`config.mk`:
```
export PLATFORM = sky130hd
export DESIGN_NAME = mem_arbiter
export DESIGN_NICKNAME = d
export VERILOG_FILES = /design/src/rtl/mem_arbiter.sv
export SDC_FILE = /design/constraint.sdc
export NUM_CORES = 1
export LEC_CHECK = 0
export CORE_MARGIN = 10
export CORE_UTILIZATION = 35
export CTS_CLUSTER_DIAMETER = 30
export CTS_CLUSTER_SIZE = 30
export DETAILED_ROUTE_END_ITERATION = 8
export PLACE_DENSITY_LB_ADDON = 0.3
export SYNTH_ARGS = -nofsm -noshare
export SYNTH_HDL_FRONTEND = slang
export SYNTH_SLANG_ARGS = --single-unit
```
`constraint.sdc`:
```
create_clock -name clk -period 1.9 [get_ports clk]
set_input_delay 0.475 -clock clk [delete_from_list [all_inputs] [get_ports clk]]
set_output_delay 0.475 -clock clk [all_outputs]
set_load 0.02 [all_outputs]
```
`src/rtl/mem_arbiter.sv`:
```
// mem_arbiter: shares one single-port memory between fetch and load/store, data first with a fetch starvation guard
// Defining MEM_ARB_PERF_EN adds conflict, fetch-stall and guard-grant counters.
module mem_arbiter #(
  parameter int AW = 32,
  parameter int DW = 32,
  parameter int MAX_WAIT = 4
) (
  input  logic            clk,
  input  logic            reset,
  input  logic            i_req,
  input  logic [AW-1:0]   i_addr,
  output logic            i_gnt,
  output logic            i_rvalid,
  output logic [DW-1:0]   i_rdata,
  input  logic            d_req,
  input  logic            d_we,
  input  logic [AW-1:0]   d_addr,
  input  logic [DW-1:0]   d_wdata,
  input  logic [DW/8-1:0] d_wmask,
  output logic            d_gnt,
  output logic            d_rvalid,
  output logic [DW-1:0]   d_rdata,
  output logic            mem_en,
  output logic            mem_we,
  output logic [AW-1:0]   mem_addr,
  output logic [DW-1:0]   mem_wdata,
  output logic [DW/8-1:0] mem_wmask,
  input  logic [DW-1:0]   mem_rdata
`ifdef MEM_ARB_PERF_EN
  ,
  output logic [31:0]     perf_conflict_cnt,
  output logic [31:0]     perf_i_stall_cnt,
  output logic [31:0]     perf_guard_cnt
`endif
);
  typedef enum logic [1:0] {IDLE, RESP_I, RESP_D} state_t;
  localparam logic [7:0] MAX_W = 8'(MAX_WAIT);
  state_t state_q, state_d;
  logic [7:0] wait_cnt_q, wait_cnt_d;
  logic store_q, store_d;
  logic [DW-1:0] i_rdata_q, d_rdata_q;
  logic guard;
  always_comb begin
    guard = i_req && d_req && wait_cnt_q == MAX_W;
    i_gnt = reset && i_req && (!d_req || guard);
    d_gnt = reset && d_req && !i_gnt;
    mem_en = i_gnt || d_gnt;
    mem_we = d_gnt && d_we;
    mem_addr = i_gnt ? i_addr : d_addr;
    mem_wdata = d_wdata;
    mem_wmask = d_gnt ? d_wmask : '0;
    state_d = i_gnt ? RESP_I : d_gnt ? RESP_D : IDLE;
    store_d = d_gnt && d_we;
    wait_cnt_d = (!i_req || i_gnt) ? '0 : wait_cnt_q == MAX_W ? MAX_W : wait_cnt_q + 8'd1;
    i_rvalid = state_q == RESP_I;
    d_rvalid = state_q == RESP_D;
    i_rdata = i_rvalid ? mem_rdata : i_rdata_q;
    d_rdata = (d_rvalid && !store_q) ? mem_rdata : d_rdata_q;
  end
  always_ff @(posedge clk) begin
    if (!reset) begin
      state_q <= IDLE;
      wait_cnt_q <= '0;
      store_q <= 1'b0;
      i_rdata_q <= '0;
      d_rdata_q <= '0;
    end else begin
      state_q <= state_d;
      wait_cnt_q <= wait_cnt_d;
      store_q <= store_d;
      i_rdata_q <= i_rdata;
      d_rdata_q <= d_rdata;
    end
  end
`ifdef MEM_ARB_PERF_EN
  logic [31:0] conflict_q, stall_q, guard_q;
  always_ff @(posedge clk) begin
    if (!reset) begin
      conflict_q <= '0;
      stall_q <= '0;
      guard_q <= '0;
    end else begin
      conflict_q <= conflict_q + 32'(i_req && d_req);
      stall_q <= stall_q + 32'(i_req && !i_gnt);
      guard_q <= guard_q + 32'(guard);
    end
  end
  assign perf_conflict_cnt = conflict_q;
  assign perf_i_stall_cnt = stall_q;
  assign perf_guard_cnt = guard_q;
`endif
endmodule
```
==> reports/qor.csv, run 1 <==
stage,metric,value,unit
clock_tree,cts_buffers,9,
worst_hold_path,whs_path_depth,2,
sta,period_needed,2.474,ns
sta,drv_slew,0,
pwr,p_comb_share,30.6,%
logic_synthesis,synth_ff_type,dfxtp_1,
final_layout,nFillCells,1016,
logic_synthesis,ys_warn_count,0,
pwr,clkPwrFrac,37.2,%
die,initial_utilization,35.64,%
route,drt-vias-per-instance,5.276,
critical_path,r2r_cells,7,
sta,skew,0.004342,ns
pwr,switching_share,26.75,%
logic_synthesis,seq_area_frac_synth,31.94,%
global_routing,first_global_vias,5107,
sta,fmax,404.1,MHz
critical_path,start_kind,flop,
logic_synthesis,synth_cells,498,
clock_tree,htreeDepth,3,
worst_hold_path,holdPathEnd,wait_cnt_q[0],
critical_path,critPathMaxFanout,16,
global_routing,grt_pass1_wl,28850,um
run_status,status,finished with violations,
clock_tree,cts-root-buf,clkbuf_16,
critical_path,worst_r2r_endpoint,wait_cnt_q[3],
logic_synthesis,netlist_area,4701,um^2
route,dr.max_layer_used,met4,
sta,setup_viol,103,
global_routing,grt_util_all_layers,19.33,%
final_layout,utilization,64.17,%
die,rows,42,
place,port_buffers,210,
route,drcViolationCount,0,
global_routing,overflow,0,
route,num_vias,4780,
critical_path,r2r_setup_slack,0.08,ns
clock_tree,cts.sinks,75,
pwr,p_leak,3.782,nW
logic_synthesis,netlist_top_cells_count,"dfxtp_1, and2_1, mux2_2",
pwr,p_per_area,604.5,nW/um^2
die,ioPinCount,275,
final_layout,drive_gt1_share,49.73,%
clock_tree,cts_tree,built,
final_layout,fin_area,8464,um^2
critical_path,cp.arrival,2.00,ns
route,drt-met1-wl,7543,um
logic_synthesis,synth_top_area_cell,dfxtp_1,
logic_synthesis,synth_top_area_share,31.94,%
place,gp_congestion,0.8303,
logic_synthesis,synth_edf_count,0,
critical_path,crit_required,1.42,ns
pwr,p_sw,1.369,mW
logic_synthesis,ys_ff_latch,75,
pwr,power_frac_seq,32.2,%
route,post_drt_wl_per_cell,20.93,um
sta,rsz0062_at_grt,yes,
clock_tree,clk_latency,0.33,ns
global_routing,grt_max_degree,64,
die,core,13190,um^2
sta,tightest_slew,0.4856,ns
worst_hold_path,hold_class,flop to flop,
run_status,violations,negative setup slack,
clock_tree,clk_path_buf_depth,2,
die,fp.dieArea,18470,um^2
clock_tree,clkTransAtPathRegs,0.05,ns
final_layout,stdcell_count,906,
place,dp.cells,841,
route,firstDrtPassIters,4,
critical_path,end_kind,output port,
worst_hold_path,min_from,wait_cnt_q[0],
logic_synthesis,synth.distinct_cells,34,
place,hpwl,12330,um
die,die_h,135.9,um
sta,hold_violations,0,
sta,slew_headroom,67.63,%
die,dieWidth,135.9,um
sta,setup_tns,-33.70,ns
job,maxCapViolations,0,
pwr,peakVddDrop,0.4207,mV
route,drt_wl_total,18970,um
route,wl_met2,9115,um
final_layout,diodes,0,
logic_synthesis,synth.avg_cell_area,9.439,um^2
critical_path,crit_type,flop to output port,
pwr,internal-power,3.748,mW
sta,post-route-period-util,130.2,%
sta,setup_slack,-0.5744,ns
route,ant_nets,0,
final_layout,layout.nets,864,
route,dr_wl_met3,2082,um
place,placed_area,7148,um^2
critical_path,r2r_start,wait_cnt_q[1],
logic_synthesis,synth_nets,637,
route,drt_iter0_drc,214,
logic_synthesis,synth_area_leaders,"dfxtp_1, mux2_2, and2_1, o211ai_2, and4b_1",
final_layout,area_growth,80.06,%
global_routing,antenna_found_initial,0,
logic_synthesis,postSynth.asyncResetShare,0,%
logic_synthesis,synth_most_common_cell,dfxtp_1,
## worst max-delay path by stage
stage          slack, ns           from            to  cells past startpoint
4_1_cts            -0.60  wait_cnt_q[1]  mem_addr[31]                      7
6_report           -0.57  wait_cnt_q[1]  mem_addr[31]                      7
5_1_grt            -0.67  wait_cnt_q[1]  mem_addr[31]                      7
3_3_place_gp       -0.80          i_req  mem_addr[18]                      6
3_5_place_dp       -0.84          i_req  mem_wmask[2]                      5
2_1_floorplan      -0.09  wait_cnt_q[1]  mem_addr[10]                      7
## layout make-up
type,instances,area (um^2),share of cell area (%)
inverter,4,15.01,0.1774
multi-input combinational,336,3171,37.46
timing repair buffer,299,3208,37.90
clock inverter,3,68.82,0.8130
sequential,75,1511,17.86
tap,176,220.2,2.602
clock buffer,13,270.3,3.193
## power groups by stage
stage	Clock, mW	Combinational [mW]	Sequential, mW
after global routing	1.99	1.65	1.65
final	1.90	1.57	1.65
after global placement	0	1.30	1.68
after CTS	1.92	1.49	1.65
after floorplan	0	0.724	1.67
after detailed placement	0	1.31	1.68
## state kept, by name, summed over array words and instances, names as in the netlist
signal	flops
d_rdata_q	32
wait_cnt_q	8
i_rdata_q	32
store_q	1
state_q	2
## cell families (layout without fill, tap and decap cells)
family | Yosys count | in the layout | synth area share (%)
flip-flops | 75 | 75 | 31.94
XOR/XNOR | 3 | 3 | 0.5591
multiplexers | 64 | 64 | 15.33
AND/OR/NAND/NOR | 191 | 191 | 27.39
buffers and inverters | 87 | 319 | 10.70
AO/OA/AOI/OAI | 76 | 76 | 13.55
adder cells (fa/ha/maj) | 2 | 2 | 0.5323
## through the flow
step                hold slack, ns  power [mW]  worst slack, ns
floorplan                   0.4180       2.397         -0.08575
global placement            0.5006       2.971          -0.8034
detailed placement          0.5038       2.989          -0.8421
CTS                         0.5133       5.060          -0.5973
global route                0.5396       5.302          -0.6732
finish                      0.5101       5.117          -0.5744
## per-layer routing
| layer | track usage [%] | vias up |
|---|---|---|
| met2 | 31.67 | 247 |
| li1 | - | 2230 |
| met4 | 4.734 | 0 |
| met5 | 0 | - |
| met3 | 8.561 | 16 |
| met1 | 22.64 | 2287 |
## cell usage in the layout (no fill, tap or decap), types with 5 or more instances in the layout
cell type / Yosys / routed
a21oi_1: 37 / 35
and2_1: 71 / 66
and2_4: 0 / 5
and4b_1: 32 / 32
buf_12: 0 / 15
buf_2: 12 / 11
buf_4: 32 / 40
buf_6: 1 / 123
clkbuf_16: 0 / 9
clkdlybuf4s50_1: 0 / 101
dfxtp_1: 75 / 69
dfxtp_2: 0 / 5
mux2_4: 0 / 64
nand3_2: 0 / 32
nand4_1: 33 / 33
o211ai_2: 30 / 30
## critical path, stage by stage, from the launching register on
cell      delay (ns)
dfxtp_2         0.32
inv_2           0.06
ha_4            0.13
or4b_4          0.50
buf_12          0.19
o211ai_1        0.20
nand3_2         0.09
buf_2           0.17
## repair_timing
| item | 4_1_cts | 5_1_grt |
|---|---|---|
| pin swaps | 8 | 4 |
| hold buffers | 0 | 0 |
| gates cloned | 7 | 0 |
| setup endpoints to repair | 106 | 104 |
| hold endpoints to repair | 0 | 0 |
| setup buffers | 36 | 16 |
| resized for setup | 639 | 104 |
Note: power is estimated with default switching activity, not from simulation.
==> inputs of run 2 (changes only) <==
- CORE_ASPECT_RATIO: unset -> 0.5
==> run 2 against run 1 <==
Effect of this change:
- the flow still finishes with violations (negative setup slack)
- register-to-register slack better by 0.02 ns
- power down 5.8%
- critical path depth unchanged
- critical path type unchanged
==> reports/qor.csv, run 2 (synthesis gave the netlist of run 1 again) <==
stage,metric,value,unit,change
run_status,status,finished with violations,,
sta,setup_viol,103,,unchanged
clock_tree,clkTransAtPathRegs,0.06,ns,about the same
global_routing,grt.busiest_layer,met2,,
pwr,p_per_area,572.8,nW/um^2,-5.2%
final_layout,stdcell_count,911,,+0.55%
die,ioPinCount,275,,unchanged
clock_tree,cts_tree,built,,
clock_tree,postCtsHoldBufs,0,,unchanged
critical_path,critical_path.startpoint,wait_cnt_q[1],,
worst_hold_path,hold_class,flop to flop,,
clock_tree,clk_latency,0.33,ns,about the same
critical_path,r2r_cells,7,,unchanged
route,num_vias,4777,,-0.063%
place,hpwl,12560,um,+1.8%
sta,slew_headroom,67.21,%,-0.42 points
critical_path,r2r_start,wait_cnt_q[1],,
sta,drv_slew,0,,unchanged
pwr,power,4.818,mW,-5.8%
global_routing,overflow,0,,unchanged
critical_path,start_kind,flop,,
clock_tree,htreeDepth,3,,unchanged
critical_path,cp.arrival,2.00,ns,about the same
sta,setup_slack,-0.5777,ns,-0.003304 ns
final_layout,utilization,65.12,%,+0.95 points
global_routing,grt_util_all_layers,18.22,%,-1.1 points
worst_hold_path,min_from,wait_cnt_q[0],,
sta,tightest_slew,0.4919,ns,+0.006311 ns
route,drcViolationCount,0,,unchanged
critical_path,end_kind,output port,,
final_layout,diodes,0,,unchanged
pwr,p_leak,3.773,nW,-0.22%
final_layout,final_common_cell,buf_6,,
die,die_h,101.9,um,-25%
route,post_drt_wl_per_cell,20.24,um,-3.3%
global_routing,use_met2,32.17,%,+0.50 points
clock_tree,clk_path_buf_depth,2,,unchanged
place,port_buffers,210,,unchanged
global_routing,grt_use_met1,20.70,%,-1.9 points
route,drt_wl_total,18440,um,-2.8%
final_layout,largestRegisters,"d_rdata_q x32, i_rdata_q x32, wait_cnt_q x8",,
route,drt-vias-per-instance,5.244,,-0.61%
final_layout,drive_gt1_share,50.47,%,+0.75 points
global_routing,first_global_vias,4925,,-3.6%
global_routing,antenna_found_initial,0,,unchanged
final_layout,nFillCells,1048,,+3.1%
sta,fmax,403.6,MHz,-0.13%
die,core,12920,um^2,-2.1%
sta,skew,0.006069,ns,+0.001727 ns
job,maxCapViolations,0,,unchanged
place,pre_cts_ws,-0.8548,ns,-0.01268 ns
die,initial_utilization,36.39,%,+0.75 points
critical_path,critPathMaxFanout,21,,+5
route,firstDrtPassIters,4,,unchanged
global_routing,grt_max_degree,65,,+1.6%
sta,rsz0062_at_grt,yes,,
place,gp_congestion,0.7785,,-6.2%
place,dp.cells,852,,+1.3%
final_layout,final_cell_mix,"buf_6, clkdlybuf4s50_1, dfxtp_1",,
route,drt_iter0_drc,281,,+31%
sta,hold_violations,0,,unchanged
sta,whs,0.5121,ns,+0.001971 ns
die,fp.dieArea,18750,um^2,+1.5%
worst_hold_path,whs_path_depth,2,,unchanged
global_routing,grt_use_met3,6.941,%,-1.6 points
pwr,peakVddDrop,0.3758,mV,-11%
final_layout,layout.nets,875,,+1.3%
route,ant_nets,0,,unchanged
run_status,violations,negative setup slack,,
clock_tree,cts.sinks,75,,unchanged
global_routing,grt_pass1_wl,27770,um,-3.7%
sta,period_needed,2.478,ns,+0.003304 ns
die,dieWidth,183.9,um,+35%
clock_tree,cts-root-buf,clkbuf_16,,
final_layout,area_growth,78.95,%,
clock_tree,cts_buffers,9,,unchanged
die,rows,29,,-31%
critical_path,crit_required,1.42,ns,about the same
critical_path,crit_type,flop to output port,,
sta,post-route-period-util,130.4,%,+0.17 points
==> run 2: changes by cell type in the layout (fill, tap and decap cells not counted), moves of 2 or more <==
cell	before	now
buf_4	40	53
buf_6	123	115
buf_2	11	17
mux2_2	0	6
mux2_4	64	58
clkbuf_8	3	0
inv_6	0	3
bufinv_16	2	0
clkinvlp_4	0	2
==> run 2: final cells by class <==
class / count / area (um^2) / area share (%)
timing repair buffer: 310 / 3238 / 38.49
multi-input combinational: 336 / 3153 / 37.48
sequential: 75 / 1510 / 17.95
clock buffer: 9 / 225.2 / 2.677
tap: 170 / 212.7 / 2.529
clock inverter: 7 / 57.56 / 0.6842
inverter: 4 / 15.01 / 0.1785
==> run 2: worst paths after layout <==
check / end / slack, ns
setup / recovery: mem_addr[0] / -0.58
hold / removal: wait_cnt_q[0] / 0.51
setup reg to reg: wait_cnt_q[2] / 0.10
hold reg to reg: wait_cnt_q[0] / 0.51
==> run 2: power breakdown <==
group	leakage, nW	total (mW)	switching (mW)	internal, mW
Clock	0.135	1.62	0.711	0.905
Combinational	3.03	1.56	0.695	0.862
Sequential	0.612	1.65	0.0175	1.63
Total	3.77	4.82	1.42	3.39
==> run 2: timing repair <==
item | CTS | global route
endpoints found under the setup margin | 106 | 107
cloned | 5 | 1
gates resized for setup | 643 | 81
buffers inserted | 35 | 15
pin swaps | 7 | 16
==> run 2: worst max-delay path: stages (launching register included) <==
cell and delay (ns):
dfxtp_2 0.32, inv_2 0.06, ha_4 0.13, or4b_4 0.50, buf_12 0.19, o211ai_1 0.20, nand3_2 0.11, buf_2 0.17
==> run 2: routing by layer <==
metal / share of wire, % / routed length, um / up-vias
li1: - / - / 2261
met3: 8.8 / 1614 / 10
met4: 0.90 / 166 / 0
met1: 39 / 7227 / 2333
met2: 51 / 9430 / 173
met5: 0 / 0 / -
==> run 2: per-stage QoR <==
stage / setup TNS [ns] / cell area [um^2]
2_1_floorplan: -2.596 / 4886
3_3_place_gp: -49.61 / 7268
3_5_place_dp: -50.84 / 7268
4_1_cts: -39.12 / 8219
5_1_grt: -41.49 / 8412
6_report: -34.04 / 8412
==> inputs of run 3 (changes only) <==
- CTS_CLUSTER_DIAMETER: 30 -> 150
==> results of run 3 <==
Final layout, timing and power as in run 2 (identical DEF).
